$ cat src/rtl/limn2600_pkg.sv
// Shared types for the Limn2600 memory arbiter.
//   arb_state_e  : arbiter FSM state (ARB_IDLE, ARB_BUSY)
//   arb_owner_e  : which requester owns the DRAM port (OWN_CPU, OWN_DMA)
//   ARB_ERR_DATA : all-ones read data returned on a watchdog abort
//                  (64 bits wide; users slice it down to their data width)
//   other_owner  : the requester that is not the given one
package limn2600_pkg;

  typedef enum logic {
    ARB_IDLE = 1'b0,
    ARB_BUSY = 1'b1
  } arb_state_e;

  typedef enum logic {
    OWN_CPU = 1'b0,
    OWN_DMA = 1'b1
  } arb_owner_e;

  localparam logic [63:0] ARB_ERR_DATA = '1;

  function automatic arb_owner_e other_owner(input arb_owner_e o);
    return (o == OWN_CPU) ? OWN_DMA : OWN_CPU;
  endfunction

endpackage

$ cat src/rtl/limn2600_rr_pick.sv
// Combinational two-way round-robin picker.
//   req0, req1  : requests from CPU / DMA
//   prio        : port that wins when both request (register owned by parent)
//   grant_valid : at least one request is present
//   grant_id    : winning port
module limn2600_rr_pick
  import limn2600_pkg::*;
(
  input  logic       req0,
  input  logic       req1,
  input  arb_owner_e prio,
  output logic       grant_valid,
  output arb_owner_e grant_id
);

  always_comb begin
    grant_valid = req0 | req1;
    grant_id    = OWN_CPU;
    if (req0 && req1) grant_id = prio;
    else if (req1)    grant_id = OWN_DMA;
  end

endmodule

$ cat src/rtl/limn2600_mem_arbiter.sv
// Round-robin arbiter sharing the single Limn2600 DRAM port between the CPU
// (port 0) and a DMA master (port 1). One request is captured at a time and
// held on the DRAM bus until mem_rdy; the owner then gets a one-cycle ack
// with the registered read data.
//
// Ports:
//   clk, rst                 : clock, synchronous active-high reset
//   req*/we*/addr*/wdata*    : per-port request, captured at grant
//   ack*/rdata*              : per-port completion pulse and read data
//   err                      : watchdog abort flag, valid with ack
//   mem_valid/we/addr/wdata  : request held to the DRAM
//   mem_rdata, mem_rdy       : DRAM response
//
// Optional: define LIMN2600_ARB_TIMEOUT_EN to add a watchdog that aborts a
// transaction after TIMEOUT stalled BUSY cycles. Without it err is tied low
// and BUSY waits for mem_rdy indefinitely.
module limn2600_mem_arbiter
  import limn2600_pkg::*;
#(
  parameter int AW      = 32,
  parameter int DW      = 32,
  parameter int TIMEOUT = 255
) (
  input  logic          clk,
  input  logic          rst,
  input  logic          req0,
  input  logic          req1,
  input  logic          we0,
  input  logic          we1,
  input  logic [AW-1:0] addr0,
  input  logic [AW-1:0] addr1,
  input  logic [DW-1:0] wdata0,
  input  logic [DW-1:0] wdata1,
  output logic          ack0,
  output logic          ack1,
  output logic [DW-1:0] rdata0,
  output logic [DW-1:0] rdata1,
  output logic          err,
  output logic          mem_valid,
  output logic          mem_we,
  output logic [AW-1:0] mem_addr,
  output logic [DW-1:0] mem_wdata,
  input  logic [DW-1:0] mem_rdata,
  input  logic          mem_rdy
);

  if (TIMEOUT < 1) begin : g_bad_timeout
    $error("limn2600_mem_arbiter: TIMEOUT must be at least 1");
  end

  arb_state_e    state_q, state_d;
  arb_owner_e    prio_q, prio_d;
  arb_owner_e    owner_q, owner_d;
  logic          mem_valid_q, mem_valid_d;
  logic          mem_we_q, mem_we_d;
  logic [AW-1:0] mem_addr_q, mem_addr_d;
  logic [DW-1:0] mem_wdata_q, mem_wdata_d;
  logic          ack0_q, ack0_d, ack1_q, ack1_d;
  logic [DW-1:0] rdata0_q, rdata0_d, rdata1_q, rdata1_d;

  logic          grant_valid;
  arb_owner_e    grant_id;

  // Completion of the current transaction, normal or aborted.
  logic          done;
  logic [DW-1:0] done_data;

`ifdef LIMN2600_ARB_TIMEOUT_EN
  localparam int CW_RAW = $clog2(TIMEOUT + 1);
  localparam int CW     = (CW_RAW < 8) ? 8 : ((CW_RAW > 16) ? 16 : CW_RAW);
  logic [CW-1:0] cnt_q, cnt_d;
  logic          err_q, err_d;
`endif

  limn2600_rr_pick u_pick (
    .req0        (req0),
    .req1        (req1),
    .prio        (prio_q),
    .grant_valid (grant_valid),
    .grant_id    (grant_id)
  );

  always_comb begin
    state_d     = state_q;
    prio_d      = prio_q;
    owner_d     = owner_q;
    mem_valid_d = mem_valid_q;
    mem_we_d    = mem_we_q;
    mem_addr_d  = mem_addr_q;
    mem_wdata_d = mem_wdata_q;
    ack0_d      = 1'b0;
    ack1_d      = 1'b0;
    rdata0_d    = rdata0_q;
    rdata1_d    = rdata1_q;
    done        = 1'b0;
    done_data   = mem_rdata;
`ifdef LIMN2600_ARB_TIMEOUT_EN
    cnt_d       = cnt_q;
    err_d       = 1'b0;
`endif

    unique case (state_q)
      ARB_IDLE: begin
        if (grant_valid) begin
          state_d     = ARB_BUSY;
          owner_d     = grant_id;
          prio_d      = other_owner(grant_id);
          mem_valid_d = 1'b1;
          mem_we_d    = (grant_id == OWN_DMA) ? we1    : we0;
          mem_addr_d  = (grant_id == OWN_DMA) ? addr1  : addr0;
          mem_wdata_d = (grant_id == OWN_DMA) ? wdata1 : wdata0;
`ifdef LIMN2600_ARB_TIMEOUT_EN
          cnt_d       = '0;
`endif
        end
      end
      ARB_BUSY: begin
        // mem_rdy takes precedence over a watchdog hit in the same cycle.
        if (mem_rdy) begin
          done = 1'b1;
        end
`ifdef LIMN2600_ARB_TIMEOUT_EN
        else if (cnt_q == CW'(TIMEOUT)) begin
          done      = 1'b1;
          done_data = ARB_ERR_DATA[DW-1:0];
          err_d     = 1'b1;
        end else begin
          cnt_d = cnt_q + 1'b1;
        end
`endif
      end
      default: state_d = ARB_IDLE;
    endcase

    if (done) begin
      state_d     = ARB_IDLE;
      mem_valid_d = 1'b0;
      if (owner_q == OWN_CPU) begin
        ack0_d   = 1'b1;
        rdata0_d = done_data;
      end else begin
        ack1_d   = 1'b1;
        rdata1_d = done_data;
      end
    end
  end

  always_ff @(posedge clk) begin
    if (rst) begin
      state_q     <= ARB_IDLE;
      prio_q      <= OWN_CPU;
      owner_q     <= OWN_CPU;
      mem_valid_q <= 1'b0;
      mem_we_q    <= 1'b0;
      mem_addr_q  <= '0;
      mem_wdata_q <= '0;
      ack0_q      <= 1'b0;
      ack1_q      <= 1'b0;
      rdata0_q    <= '0;
      rdata1_q    <= '0;
`ifdef LIMN2600_ARB_TIMEOUT_EN
      cnt_q       <= '0;
      err_q       <= 1'b0;
`endif
    end else begin
      state_q     <= state_d;
      prio_q      <= prio_d;
      owner_q     <= owner_d;
      mem_valid_q <= mem_valid_d;
      mem_we_q    <= mem_we_d;
      mem_addr_q  <= mem_addr_d;
      mem_wdata_q <= mem_wdata_d;
      ack0_q      <= ack0_d;
      ack1_q      <= ack1_d;
      rdata0_q    <= rdata0_d;
      rdata1_q    <= rdata1_d;
`ifdef LIMN2600_ARB_TIMEOUT_EN
      cnt_q       <= cnt_d;
      err_q       <= err_d;
`endif
    end
  end

  assign ack0      = ack0_q;
  assign ack1      = ack1_q;
  assign rdata0    = rdata0_q;
  assign rdata1    = rdata1_q;
  assign mem_valid = mem_valid_q;
  assign mem_we    = mem_we_q;
  assign mem_addr  = mem_addr_q;
  assign mem_wdata = mem_wdata_q;
`ifdef LIMN2600_ARB_TIMEOUT_EN
  assign err       = err_q;
`else
  assign err       = 1'b0;
`endif

endmodule

$ cat config.mk
export PLATFORM = sky130hd
export DESIGN_NAME = limn2600_mem_arbiter
export DESIGN_NICKNAME = d
export VERILOG_FILES = /design/src/rtl/limn2600_pkg.sv /design/src/rtl/limn2600_rr_pick.sv /design/src/rtl/limn2600_mem_arbiter.sv
export SDC_FILE = /design/constraint.sdc
export NUM_CORES = 1
export LEC_CHECK = 0
export BUFFER_PORTS_ARGS = -buffer_cell sky130_fd_sc_hd__buf_4
export CAP_MARGIN = 20
export CORE_ASPECT_RATIO = 0.75
export CORE_MARGIN = 5
export CORE_UTILIZATION = 45
export DETAILED_ROUTE_END_ITERATION = 7
export GPL_TIMING_DRIVEN = 0
export PLACE_DENSITY = 0.9
export SETUP_SLACK_MARGIN = 0.02
export SLEW_MARGIN = 5
export SYNTH_ARGS = -nofsm -noshare
export SYNTH_HDL_FRONTEND = slang
export SYNTH_HIERARCHICAL = 1
export SYNTH_SLANG_ARGS = --single-unit
$ cat constraint.sdc
create_clock -name clk -period 2.2 [get_ports clk]
set_clock_uncertainty 0.2 [all_clocks]
set_input_delay 0.33 -clock clk [delete_from_list [all_inputs] [get_ports clk]]
set_output_delay 0.33 -clock clk [all_outputs]
set_load 0.02 [all_outputs]
# After elaboration in Yosys (flattened, before gate mapping)
# Cells that the tools add are included.
# W data, S select, Z words.
dict set report word_totals {
  regBits 135
  elab_cells 33
  out_inout_bits 133
}
dict set report classes {
  bitwise_logic 4
  reduce_logical 6
  muxes 12
}
# operator n
set ops {}
lappend ops {{$mux W32} 2}
lappend ops {{$mux W1} 10}
lappend ops {{$reduce_and A2 Y1} 3}
lappend ops {{$reduce_or A2 Y1} 2}
lappend ops {{$not A1 Y1} 3}
lappend ops {{$logic_and A1 B1 Y1} 1}
lappend ops {{$or A1 B1 Y1} 1}

# Longest topological paths before layout
dict set report depth {
  ltp_word 4
  depth_mapped 7
}

# Hierarchy
# Netlist, hierarchy kept.
# mod area_each_um2 n_inst cells_per_inst
set by_module_without_submodules {}
lappend by_module_without_submodules {limn2600_mem_arbiter 5531.6 1 595}
lappend by_module_without_submodules {limn2600_rr_pick 17.5 1 3}

# Worst setup path after synthesis
# No wires, ideal clock.
dict set report synth_path {
  path_type {input-to-reg}
  start {in req1}
  end {reg mem_valid_q, in the netlist mem_valid}
  path_stages 7
  arrival_time_ns 1.283
  path_buffers 3
  setup_time_ns 0.128
  slack_ns 0.590
  path_cell_list {or2_1 > nor2b_1 > buf_2 > buf_6 > buf_4 > a21oi_1 > nor2_1}
}
dict set report synth_between {
  elab_chain_len 2
}
# element line
set synth_rtl {}
lappend synth_rtl {{start, declared} limn2600_mem_arbiter.sv:27} ;# input logic req1,
lappend synth_rtl {{$or A1 B1 Y1} limn2600_rr_pick.sv:17} ;# grant_valid = req0 | req1;
lappend synth_rtl {{$reduce_and A2 Y1 (no line)} -}
lappend synth_rtl {{end signal, assigned} limn2600_mem_arbiter.sv:169} ;# mem_valid_q <= mem_valid_d;
lappend synth_rtl {{end, declared} limn2600_mem_arbiter.sv:54} ;# logic mem_valid_q, mem_valid_d;
# No other way between the ends.
# A chain may end at the register's enable or synchronous reset.

# Final worst setup path
dict set report layout_path {
  start {reg prio_q}
  end {reg mem_addr_q[14], in the netlist mem_addr[14]}
}
dict set report layout_between {
  elab_chain_len 2
}
# element line
set layout_rtl {}
lappend layout_rtl {{start, declared} limn2600_mem_arbiter.sv:52} ;# arb_owner_e prio_q, prio_d;
lappend layout_rtl {{start signal, assigned} limn2600_mem_arbiter.sv:167} ;# prio_q <= prio_d;
lappend layout_rtl {{$mux W1} limn2600_rr_pick.sv:19} ;# if (req0 && req1) grant_id = prio;
lappend layout_rtl {{net grant_id} limn2600_mem_arbiter.sv:62} ;# arb_owner_e grant_id;
lappend layout_rtl {{$mux W32} limn2600_mem_arbiter.sv:110} ;# mem_addr_d = (grant_id == OWN_DMA) ? addr1 : addr0;
lappend layout_rtl {{end signal, assigned} limn2600_mem_arbiter.sv:171} ;# mem_addr_q <= mem_addr_d;
lappend layout_rtl {{end, declared} limn2600_mem_arbiter.sv:56} ;# logic [AW-1:0] mem_addr_q, mem_addr_d;
# The timed path passes the listed nets, and every way through them passes these cells.

==> metrics.cfg <==
[placed_design]
placed_area_sq_um = 7990
gp_congestion = 0.854
place_hpwl_mm = 13.9
io_buffers = 297

[synthesis]
yosysTopAreaCellShare_pct = 48.7
syn_area_per_cell_sq_um = 9.28
synth.ff_latch_count = 135
synth_area_sq_um = 5550
synthesis.nets = 765
yosysWarnings = 6
ys_async_sr_fraction_pct = 0
ys_seq_area_share_pct = 48.7
synth.most_common_cell = dfxtp_1
synth-main-ff-cell = dfxtp_1
synth_edf_count = 0
netlist_top_cells_area = dfxtp_1 (49%), mux2i_1 (12%), a211oi_2 (11%), nand2_1 (8.9%), a21oi_1 (6.0%)
synth_cell_types = 23
yosys.area.top_type = dfxtp_1
synth_commonest_cells = dfxtp_1 (135), nand2_1 (132), nor2_1 (69), a21oi_1 (67), mux2i_1 (65)
syn_inst = 598

[timing]
hold_viol = 0
finalCritPeriodShare_pct = 86.8
worstMarginPinSlew_ps = 730
holdWs_ps = 60.5
rsz0062_at_grt = false
finalSetupViolCount = 0
fin_tns_setup_ps = 0
maxSlewHeadroom_pct = 51.3
timing.final.crit_period_ps = 1910
fmax_mhz = 523
drv_slew = 0

[worst_setup_path]
cp_max_fo = 10
arrival_ps = 1970
end_kind = flip-flop
cp_data_required_time_ps = 2260
path_class = reg2reg
reg2reg_depth = 7
start_kind = flip-flop

[floorplan]
core-area_sq_um = 12200
die_height_microns = 106
initial_utilization_pct = 45.6
ios = 300
fp.dieW_microns = 138
placementRows = 35
die_area_sq_um = 14700

[routing]
routed_wl_mm = 19.0
ant_nets = 0
drt_iter0_markers = 233
via_per_inst = 5.02
vias = 5647
firstDrtPassIters = 5
avgRoutedWirePerCell_microns = 16.9
drc = 0

[cells_and_area]
drive_above_1_share_pct = 43.0
fill_cells = 886
multi_input_area_sq_um = 2540
fin_area_sq_um = 8880
area_growth_syn_to_layout_pct = 60.0
nets = 1113
seqCellArea_sq_um = 2700

[global_routing]
grt_pass1_vias = 5731
overflow = 0
met3_usage_pct = 8.68
antenna_found_initial = 0
busiest_layer = met2
grt_max_degree = 17
gr-usage-all-layers_pct = 25.3
grt_pass1_wl_mm = 30.0
gr-usage-met2_pct = 44.1
grt_util_met1_pct = 29.7

[pwr]
peakVddDrop_v = 0.000509
power_leakage_nw = 3.94
p_per_area_nw_per_um2 = 765

[clocking]
cts_resized = 0
cts.sinks = 135
max-clock-path-buffers = 2
cts_tree = yes
cts_hold_buf = 32
clkLatencyLatePin_ps = 400
cts.clk_slew.worst_paths_ps = 60
cts_root_buffer = clkbuf_16
postCtsSetupRepairBufs = 0
numCtsBuffers = 17
htree_levels = 4

[run]
drv_cap = 0

[status]
status = completed

[min_path]
hold-path-cell-count = 4
min_path_type = in2reg

## state kept, by name, summed over array words and instances (netlist names), 32 cells and up
signal and count:
mem_addr 32, mem_wdata 32, rdata0 32, rdata1 32
## cell type report
cell class	count	area share [%]
multi-input combinational	409	28.6
buffer	53	3.38
antenna	1	0.0282
tap	166	2.34
clock inverter	14	1.48
inverter	1	0.0423
clock buffer	18	4.95
sequential	135	30.4
timing repair buffer	329	28.7
## power by group
part	leakage [nW]	internal [mW]	total, mW	switching [mW]
Clock	0.272	1.52	2.70	1.18
Sequential	1.11	2.61	2.69	0.0871
Combinational	2.56	0.668	1.40	0.736
Total	3.94	4.80	6.80	2.00
## per-stage QoR
| stage | setup slack (ps) | total power [mW] | utilization, % | cells |
|---|---|---|---|---|
| final | 290 | 6.80 | 72.9 | 1126 |
| after global routing | 217 | 7.10 | 72.9 | 1125 |
| after CTS | 277 | 6.84 | 72.9 | 1125 |
| after detailed placement | 246 | 4.10 | 65.6 | 1061 |
| after global placement | 218 | 4.07 | 65.6 | 1061 |
| after floorplan | 590 | 3.47 | - | 598 |
## cell usage in the layout, fill, tap and decap left out, drive strengths merged
master       synthesis  routed
inv                  1       9
o21ai                1       1
a21boi               1       1
nor2b                1       1
and3                 1       1
a21oi               67      67
or2                  1       1
clkinvlp             0       3
diode                0       1
dlygate4sd3          0      32
clkbuf              12      30
dfxtp              135     135
conb                 1       1
buf                 41     338
nand3                1       1
and3b                1       1
nand3b               1       1
mux2i               65      65
nand2b               2       2
clkinv               0       3
nor2                69      69
nand2              132     132
a211oi              65      65
## metal layers
| metal | wire (microns) | up-vias | share of wire [%] |
|---|---|---|---|
| met5 | 0 | - | 0 |
| li1 | - | 2729 | - |
| met3 | 1590 | 25 | 8.3 |
| met4 | 310 | 0 | 1.6 |
| met1 | 7630 | 2648 | 40 |
| met2 | 9510 | 245 | 50 |
## final timing paths
check / startpoint / endpoint / slack (ps)
worst max-delay path: prio_q / mem_addr[14] / 290
worst min-delay path: mem_rdy / state_q / 60
worst max register to register: prio_q / mem_addr[14] / 290
worst min register to register: rdata0[14] / rdata0[14] / 260
## critical path, cell delays in order (launching register included)
cell      delay (ps)
dfxtp_1          330
inv_1             50
a21boi_1         120
buf_2            170
buf_6            220
buf_4            240
mux2i_1          320
a211oi_2         110
## cells by family after synthesis
family | after synthesis | synth area share, %
multiplexers | 65 | 11.7
AO/OA/AOI/OAI | 134 | 19.5
other | 1 | 0.0676
buffers and inverters | 54 | 5.48
flip-flops | 135 | 48.7
AND/OR/NAND/NOR | 209 | 14.5
No activity file was read; power rests on OpenSTA's default activity.
